==> config.mk <==
export PLATFORM = sky130hd
export DESIGN_NAME = alarm_manager
export DESIGN_NICKNAME = d
export VERILOG_FILES = /design/src/rtl/alarm_manager.sv
export SDC_FILE = /design/constraint.sdc
export NUM_CORES = 1
export LEC_CHECK = 0
export CAP_MARGIN = 20
export CORE_UTILIZATION = 25
export DETAILED_ROUTE_END_ITERATION = 8
export PLACE_DENSITY_LB_ADDON = 0.25
export SYNTH_ARGS = -nofsm -noshare
export SYNTH_HDL_FRONTEND = slang
export SYNTH_SLANG_ARGS = --single-unit
==> constraint.sdc <==
create_clock -name clk -period 4.1 [get_ports clk]
set_input_delay 0.41 -clock clk [delete_from_list [all_inputs] [get_ports clk]]
set_output_delay 0.41 -clock clk [all_outputs]
set_load 0.03 [all_outputs]
==> src/rtl/alarm_manager.sv <==
// Per-channel fault classifier alarm manager: debounces qualified fault/healthy
// results into alarm flags, with sticky interrupt status and a shared irq pulse.
module alarm_manager #(
  parameter int NUM_CH  = 4,
  parameter int CLASS_W = 2,
  parameter int CONF_W  = 8,
  parameter int CNT_W   = 4
) (
  input  logic                      clk,
  input  logic                      rst,
  input  logic [NUM_CH-1:0]         classification_done,
  input  logic [NUM_CH*CLASS_W-1:0] class_id,
  input  logic [NUM_CH*CONF_W-1:0]  confidence,
  input  logic [CONF_W-1:0]         alarm_threshold,
  input  logic [CNT_W-1:0]          fault_count_cfg,
  input  logic [CNT_W-1:0]          clear_count_cfg,
  input  logic                      latch_mode,
  input  logic [NUM_CH-1:0]         irq_mask,
  input  logic [NUM_CH-1:0]         ack,
  output logic [NUM_CH-1:0]         alarm_active,
  output logic [NUM_CH-1:0]         irq_status,
  output logic                      irq,
  output logic [NUM_CH*CLASS_W-1:0] last_fault_class,
  output logic                      any_alarm
);

  typedef enum logic [1:0] {ST_NORMAL, ST_SUSPECT, ST_ALARM, ST_CLEARING} state_t;

  localparam logic [CNT_W-1:0] CNT_ONE = CNT_W'(1);

  function automatic logic [CNT_W-1:0] sat_inc(input logic [CNT_W-1:0] v);
    return (v == '1) ? v : v + CNT_ONE;
  endfunction

  // A zero threshold count would never be reached, so it behaves as one.
  logic [CNT_W-1:0] fault_eff;
  logic [CNT_W-1:0] clear_eff;
  assign fault_eff = (fault_count_cfg == '0) ? CNT_ONE : fault_count_cfg;
  assign clear_eff = (clear_count_cfg == '0) ? CNT_ONE : clear_count_cfg;

  logic [NUM_CH-1:0] irq_set_vec;
  logic              irq_reg;

  generate
    for (genvar gi = 0; gi < NUM_CH; gi++) begin : g_ch
      state_t             state_reg, state_next;
      logic [CNT_W-1:0]   fault_cnt_reg, fault_cnt_next;
      logic [CNT_W-1:0]   heal_cnt_reg, heal_cnt_next;
      logic [CLASS_W-1:0] class_reg, class_next;
      logic               alarm_reg, alarm_next;
      logic               irq_status_reg, irq_status_next;
      logic               irq_set;
      logic [CLASS_W-1:0] cls;
      logic [CONF_W-1:0]  conf;
      logic               ev_fault, ev_heal, ev_low, ack_drop;

      assign cls      = class_id[gi*CLASS_W +: CLASS_W];
      assign conf     = confidence[gi*CONF_W +: CONF_W];
      assign ev_fault = classification_done[gi] && (cls != '0) && (conf >= alarm_threshold);
      assign ev_heal  = classification_done[gi] && (cls == '0) && (conf >= alarm_threshold);
      assign ev_low   = classification_done[gi] && (conf < alarm_threshold);
      // A latched alarm being acknowledged swallows whatever else arrives that cycle.
      assign ack_drop = latch_mode && ack[gi] && (state_reg == ST_ALARM);

      always_ff @(posedge clk or posedge rst) begin
        if (rst) begin
          state_reg      <= ST_NORMAL;
          fault_cnt_reg  <= '0;
          heal_cnt_reg   <= '0;
          class_reg      <= '0;
          alarm_reg      <= 1'b0;
          irq_status_reg <= 1'b0;
        end else begin
          state_reg      <= state_next;
          fault_cnt_reg  <= fault_cnt_next;
          heal_cnt_reg   <= heal_cnt_next;
          class_reg      <= class_next;
          alarm_reg      <= alarm_next;
          irq_status_reg <= irq_status_next;
        end
      end

      always_comb begin
        state_next     = state_reg;
        fault_cnt_next = fault_cnt_reg;
        heal_cnt_next  = heal_cnt_reg;
        class_next     = class_reg;
        if (ack_drop) begin
          state_next = ST_NORMAL;
        end else begin
          if (ev_fault) class_next = cls;
          case (state_reg)
            ST_NORMAL: begin
              if (ev_fault) begin
                fault_cnt_next = CNT_ONE;
                state_next     = (CNT_ONE >= fault_eff) ? ST_ALARM : ST_SUSPECT;
              end
            end
            ST_SUSPECT: begin
              if (ev_fault) begin
                fault_cnt_next = sat_inc(fault_cnt_reg);
                if (sat_inc(fault_cnt_reg) >= fault_eff) state_next = ST_ALARM;
              end else if (ev_heal || ev_low) begin
                fault_cnt_next = '0;
                state_next     = ST_NORMAL;
              end
            end
            ST_ALARM: begin
              if (ev_heal && !latch_mode) begin
                heal_cnt_next = CNT_ONE;
                state_next    = (CNT_ONE >= clear_eff) ? ST_NORMAL : ST_CLEARING;
              end
            end
            ST_CLEARING: begin
              if (latch_mode || ev_fault || ev_low) begin
                heal_cnt_next = '0;
                state_next    = ST_ALARM;
              end else if (ev_heal) begin
                heal_cnt_next = sat_inc(heal_cnt_reg);
                if (sat_inc(heal_cnt_reg) >= clear_eff) state_next = ST_NORMAL;
              end
            end
            default: state_next = ST_NORMAL;
          endcase
        end
        if (state_next == ST_NORMAL) begin
          fault_cnt_next = '0;
          heal_cnt_next  = '0;
        end
      end

      // Only a fresh alarm raises status; bouncing back from CLEARING does not.
      always_comb begin
        alarm_next      = (state_next == ST_ALARM) || (state_next == ST_CLEARING);
        irq_set         = ((state_reg == ST_NORMAL) || (state_reg == ST_SUSPECT)) &&
                          (state_next == ST_ALARM);
        irq_status_next = irq_set ? 1'b1 : (ack[gi] ? 1'b0 : irq_status_reg);
      end

      assign alarm_active[gi]                            = alarm_reg;
      assign irq_status[gi]                              = irq_status_reg;
      assign irq_set_vec[gi]                             = irq_set;
      assign last_fault_class[gi*CLASS_W +: CLASS_W]     = class_reg;
    end
  endgenerate

  always_ff @(posedge clk or posedge rst) begin
    if (rst) irq_reg <= 1'b0;
    else     irq_reg <= |(irq_set_vec & irq_mask);
  end

  assign irq       = irq_reg;
  assign any_alarm = |alarm_active;

endmodule

==> results of run 1 <==
==> cell type report <==
type / count / area (sq um)
sequential: 57 / 1430
clock buffer: 13 / 250
multi-input combinational: 509 / 3610
fill: 2159 / 13700
clock inverter: 3 / 40.0
timing repair buffer: 94 / 926
tap: 270 / 338
inverter: 44 / 165
==> worst register-to-register path: stages, from the launching register on <==
cell and delay [ns]:
dfrtp_1 0.41, ha_1 0.26, nand3_1 0.14, mux2_2 0.38
ha_1 0.32, a221oi_2 0.06, nor4_1 0.50, and3_1 0.25
a2111oi_2 0.07, a221o_2 0.36, nor2_4 0.24, nor2_1 0.08
==> power breakdown <==
| part | total, W | switching [W] | leakage [nW] | internal [W] |
|---|---|---|---|---|
| Clock | 0.000747 | 0.000263 | 0.144 | 0.000484 |
| Combinational | 0.00122 | 0.000691 | 2.00 | 0.000527 |
| Sequential | 0.000845 | 0.000166 | 0.758 | 0.000679 |
| Total | 0.00281 | 0.00112 | 2.90 | 0.00169 |
==> worst min-delay path by stage <==
stage	slack, ns	endpoint	start
6_report	0.49	g_ch[0].alarm_reg	rst
2_1_floorplan	0.45	g_ch[2].irq_status_reg	g_ch[2].irq_status_reg
4_1_cts	0.51	g_ch[0].alarm_reg	rst
5_1_grt	0.53	g_ch[3].class_reg[0]	g_ch[3].class_reg[0]
3_3_place_gp	0.49	g_ch[3].class_reg[1]	g_ch[3].class_reg[1]
3_5_place_dp	0.50	g_ch[3].class_reg[0]	g_ch[3].class_reg[0]
==> per-layer routing <==
layer	vias to the layer above	wire (microns)	track usage, %
met2	156	7320	24.6
li1	2515	-	-
met4	0	244	4.64
met1	2264	7770	21.1
met5	-	0	0
met3	18	1010	3.98
==> logic make-up (layout without fill, tap and decap cells) <==
group / Yosys count / count (layout)
flip-flops: 57 / 57
adder cells (fa/ha/maj): 68 / 68
buffers and inverters: 62 / 154
AO/OA/AOI/OAI: 178 / 178
AND/OR/NAND/NOR: 234 / 234
multiplexers: 21 / 21
XOR/XNOR: 8 / 8
==> cells in the final DEF, fill, tap and decap left out, types with 15 or more instances in the layout <==
| cell | n |
|---|---|
| clkdlybuf4s50_1 | 88 |
| nand2b_1 | 18 |
| ha_1 | 67 |
| nand2_1 | 35 |
| o21ai_0 | 28 |
| dfrtp_1 | 57 |
| inv_1 | 42 |
| nand3_1 | 26 |
| nor3_1 | 25 |
| mux2_2 | 15 |
| a21oi_1 | 51 |
| a22oi_1 | 16 |
| nor2_1 | 61 |
==> metrics by stage <==
step | hold slack, ns | util [%] | instances | area [sq um] | worst slack (ns)
4_1_cts | 0.507 | 33.0 | 990 | 6760 | 0.890
6_report | 0.490 | 33.0 | 990 | 6760 | 0.911
5_1_grt | 0.534 | 33.0 | 990 | 6760 | 0.610
2_1_floorplan | 0.455 | - | 628 | 5310 | 1.28
3_3_place_gp | 0.492 | 31.6 | 974 | 6470 | 0.603
3_5_place_dp | 0.497 | 31.6 | 974 | 6470 | 0.581
==> flow_summary.ini, run 1 <==
[sta]
slew_headroom_pct = 55.3
fin_crit_sh_pct = 77.8
skew_ns = 0.00562
finalMaxSlewViolations = 0
rsz0062_at_grt = no
tns_ns = 0
setup_viol = 0
finalHoldViolations = 0
period_needed_ns = 3.19
max_freq_mhz = 314
worst_slew_pin_slew_ns = 0.669

[drt]
dr.first_iter.drc_count = 408
num_vias = 4953
drcViolationCount = 0
via_per_inst = 5.00
drtAntennaViolNets = 0
drt_wl_total_mm = 16.4
drtPass1Iterations = 5
avgRoutedWirePerCell_microns = 16.5

[final_layout]
drive_above_1_share_pct = 9.86
nets = 853
area_growth_pct = 27.4
antenna_cells = 0

[setup_path]
crit_top_cell = ha_1
cp_num_buf_inv = 0
rr_startpoint = g_ch[2].heal_cnt_reg[0]
rr_worst_depth = 11
crit_path_start_kind = flip-flop
cp.required_ns = 4.32
worstReg2RegEnd = g_ch[2].fault_cnt_reg[2]
slowest_delay_ns = 0.50
crit_chain = ha_1, nand3_1, mux2_2, ha_1, a221oi_2, nor4_1, and3_1, a2111oi_2, a221o_2, nor2_4, nor2_1
worstPathMaxFanout = 8
endpoint = g_ch[2].fault_cnt_reg[2]
r2r_slack_ns = 0.91
path_depth = 11
crit_path_end_kind = flip-flop
crit_arrival_ns = 3.41
cp-startpoint = g_ch[2].heal_cnt_reg[0]
crit_type = reg -> reg
cp_slowest_cell = nor4_1
critPathTopFamily = simple AND/OR/NAND/NOR gates

[worst_hold_path]
hp-class = in -> async

[run_status]
status = finished clean

[floorplan]
pin_count = 89
start_util_pct = 25.9
die-area_sq_mm = 0.0218
die_w_microns = 148
die_h_microns = 148
row_count = 52
core-area_sq_mm = 0.0205

[grt]
grt_pass1_vias = 4807
grt_start_max_net_pins = 31
globalRouteOverflowTotal = 0
antenna_found_initial = 1
grt.total_usage_pct = 15.7
grt_pass1_wl_mm = 26.1

[cts]
root_buffer = clkbuf_16
post-cts-setup-buffer-count = 0
postCtsResizedCells = 0
clk_pin_slew_worst_paths_ns = 0.05
clockBufferDepth = 2
cts_sinks = 57
clock_latency_ns = 0.34
cts_tree = built
cts_buffers = 9
cts-htree-levels = 3
ctsHoldBuffers = 0

[logic_synthesis]
yosysTopAreaCell = dfrtp_1
synthXorXnorAreaFrac_pct = 1.32
synth_nets = 766
ys_seq_elements = 57
ys_warn_count = 0
yosys-top-cells-area = dfrtp_1, ha_1, a21oi_1
yosysMostFrequentCell = ha_1
synth_compound_area_share_pct = 23.7
synth_top_area_share_pct = 26.9
seq_area_frac_synth_pct = 26.9
synth_edf_count = 0
synth-main-ff-cell = dfrtp_1
synth-simple-area-share_pct = 22.8
synth_area_sq_mm = 0.00531
synth-async-reset-ratio_pct = 100
synth_top_family_by_area = compound AO/OA/AOI/OAI gates
synthMuxAreaShare_pct = 4.32
yosysUniqueCellTypes = 80
syn_avg_cell_area_sq_um = 8.45
synthCells = 628
yosys-top-cells-count = ha_1, nor2_1, dfrtp_1
synth_fa_ha_area_share_pct = 16.0

[pwr]
power_density_mw_per_mm2 = 416
p_leak_nw = 2.90
finalPower_w = 0.00281
peakVddDrop_uv = 161

[placement]
dp_hpwl_mm = 13.2
port_buffers = 88
gp_congestion = 0.816

[job]
maxCapViolCount = 0
No activity file was read; power rests on OpenSTA's default activity.
==> run 2, diff against run 1 <==
clock period = 2.6 ns   (was 4.1 ns; I/O delays follow)
==> run 2 against run 1 <==
  * The flow now finishes with violations (negative setup slack)
  * Non-clock buffer count up 167
  * Count of clock-buffer cells in the layout unchanged
  * Sequential power up 53%
  * Hold slack worse by 0.25 ns
  * Global-route usage up 1.3 points
  * Clock skew up 0.0055 ns
  * Combinational power up 130%
  * Sequential share of layout area down 5.0 points
  * First-iteration DRC count down 38%
  * Die area unchanged
  * Via count up 16%
  * Clock power up 50%
  * Largest power group unchanged
==> flow_summary.ini, run 2 (synthesis gave the netlist of run 1 again) <==
[final_layout]
area_growth_pct = 66.8
final_cell_mix = buf_4, clkdlybuf4s50_1, dfrtp_1, nor2_1, ha_1
nets = 1020
drive_above_1_share_pct = 38.1
antenna_cells = 0
fillers = 2003
final_common_cell = buf_4

[sta]
setup_ws_ns = -0.195
finalHoldViolations = 0
slew_headroom_pct = 63.6
setup_viol = 20
period_needed_ns = 2.80
hold_ws_ns = 0.241
finalMaxSlewViolations = 0
worst_slew_pin_slew_ns = 0.542
fin_crit_sh_pct = 108
max_freq_mhz = 358
skew_ns = 0.0111
rsz0062_at_grt = yes

[cts]
cts_buffers = 9
root_buffer = clkbuf_16
clk_pin_slew_worst_paths_ns = 0.06
clockBufferDepth = 2
clock_latency_ns = 0.35
cts-htree-levels = 3
cts_sinks = 57
cts_tree = built

[floorplan]
die-area_sq_mm = 0.0218
pin_count = 89
core-area_sq_mm = 0.0205
die_w_microns = 148
die_h_microns = 148
start_util_pct = 25.9
row_count = 52

[placement]
place_ws_ns = -0.546
port_buffers = 88
dp_hpwl_mm = 14.2
gp_congestion = 0.836

[pwr]
clockPowerShare_pct = 21.3
swShare_pct = 39.7
pwr-share-seq_pct = 24.6
power_frac_comb_pct = 54.2
power_density_mw_per_mm2 = 594
intPower_w = 0.00317
switchingPower_w = 0.00209
p_leak_nw = 3.92
peakVddDrop_uv = 276

[setup_path]
cp.required_ns = 2.86
critPathTopFamily = compound AO/OA/AOI/OAI gates
path_depth = 13
worstPathMaxFanout = 4
rr_worst_depth = 13
crit_top_cell = ha_4
crit_arrival_ns = 3.05
crit_chain = ha_4, nand3_4, mux2_4, ha_4, or2_4, a221oi_4, nor4_4, and3_4, a2111oi_4, a221o_2, nor2_4, buf_6, a221oi_2
cp_num_buf_inv = 1
crit_path_start_kind = flip-flop
crit_path_end_kind = flip-flop
cp_slowest_cell = dfrtp_1
slowest_delay_ns = 0.41
crit_type = reg -> reg

[drt]
via_per_inst = 4.97
dr.first_iter.drc_count = 254
drtAntennaViolNets = 0
drt_wl_total_mm = 18.0
drcViolationCount = 0
num_vias = 5748
drtPass1Iterations = 5
avgRoutedWirePerCell_microns = 15.6

[grt]
grt_start_max_net_pins = 22
grt_pass1_wl_mm = 28.8
antenna_found_initial = 0
grt.total_usage_pct = 17.0
grt_pass1_vias = 5657
globalRouteOverflowTotal = 0

[job]
maxCapViolCount = 0

[run_status]
status = complete, but fails checks
violations = negative setup slack

[worst_hold_path]
hp-class = in -> async
## run 2: path summary, 6_finish.rpt
kind,from,endpoint,slack [ns]
setup / recovery,g_ch[2].heal_cnt_reg[1],g_ch[2].heal_cnt_reg[0],-0.20
hold / removal,rst,g_ch[1].fault_cnt_reg[1],0.24
setup reg to reg,g_ch[2].heal_cnt_reg[1],g_ch[2].heal_cnt_reg[0],-0.20
hold reg to reg,g_ch[2].irq_status_reg,g_ch[2].irq_status_reg,0.48
max in group asynchronous,rst,g_ch[2].fault_cnt_reg[3],1.72
min in group clk,g_ch[2].irq_status_reg,g_ch[2].irq_status_reg,0.48
## run 2: stage by stage
| stage | power, W | std cells | area [sq um] | TNS, ns | util, % |
|---|---|---|---|---|---|
| after floorplan | 0.00268 | 628 | 5400 | -0.0421 | - |
| final | 0.00526 | 1157 | 8850 | -2.21 | 43.2 |
| after global routing | 0.00560 | 1157 | 8850 | -5.27 | 43.2 |
| after global placement | 0.00364 | 1120 | 7660 | -18.96 | 37.4 |
| after CTS | 0.00501 | 1144 | 8310 | -2.89 | 40.5 |
| after detailed placement | 0.00364 | 1120 | 7660 | -20.58 | 37.4 |
## run 2: layout make-up
type / count / area [sq um] / share of cell area (%)
inverter: 44 / 165 / 1.87
timing repair buffer: 261 / 2210 / 25.0
clock buffer: 13 / 260 / 2.94
clock inverter: 3 / 15.0 / 0.170
sequential: 57 / 1430 / 16.1
multi-input combinational: 509 / 4440 / 50.1
tap: 270 / 338 / 3.82
## run 2: per-layer routing
layer,vias to the layer above,track usage (%),routed length [microns]
met5,-,0,0
met4,0,5.10,277
met3,17,3.36,936
met2,157,28.0,8490
met1,2724,22.2,8330
li1,2850,-,-
## run 2: worst reg2reg max path: cells and delay by family, from the launching register on
family / cells / cell delay [ns]
adders and majority gates: 2 / 0.36
AOI/OAI and AO/OA: 4 / 0.87
and+or+nand+nor: 5 / 0.62
buffers and inverters: 1 / 0.12
muxes: 1 / 0.34
DFF: 1 / 0.41
## run 2: power by group through the flow
stage / combinational [W] / clock, W / sequential (W)
final: 0.00285 / 0.00112 / 0.00129
after global routing: 0.00309 / 0.00118 / 0.00133
after CTS: 0.00259 / 0.00114 / 0.00128
after detailed placement: 0.00235 / 0 / 0.00129
after global placement: 0.00235 / 0 / 0.00129
after floorplan: 0.00139 / 0 / 0.00129
## run 2: what timing repair did
action | CTS | global route
setup buffers | 11 | 15
hold buffers | 0 | 0
hold endpoints to repair | 0 | 0
resized for setup | 58 | 85
endpoints found under the setup margin | 39 | 43
pin swaps | 58 | 40
==> run 3, diff against run 2 <==
HOLD_SLACK_MARGIN = 0.03   (was not set)
==> results of run 3 <==
The final DEF is identical to that of run 2; final timing and power are the same.
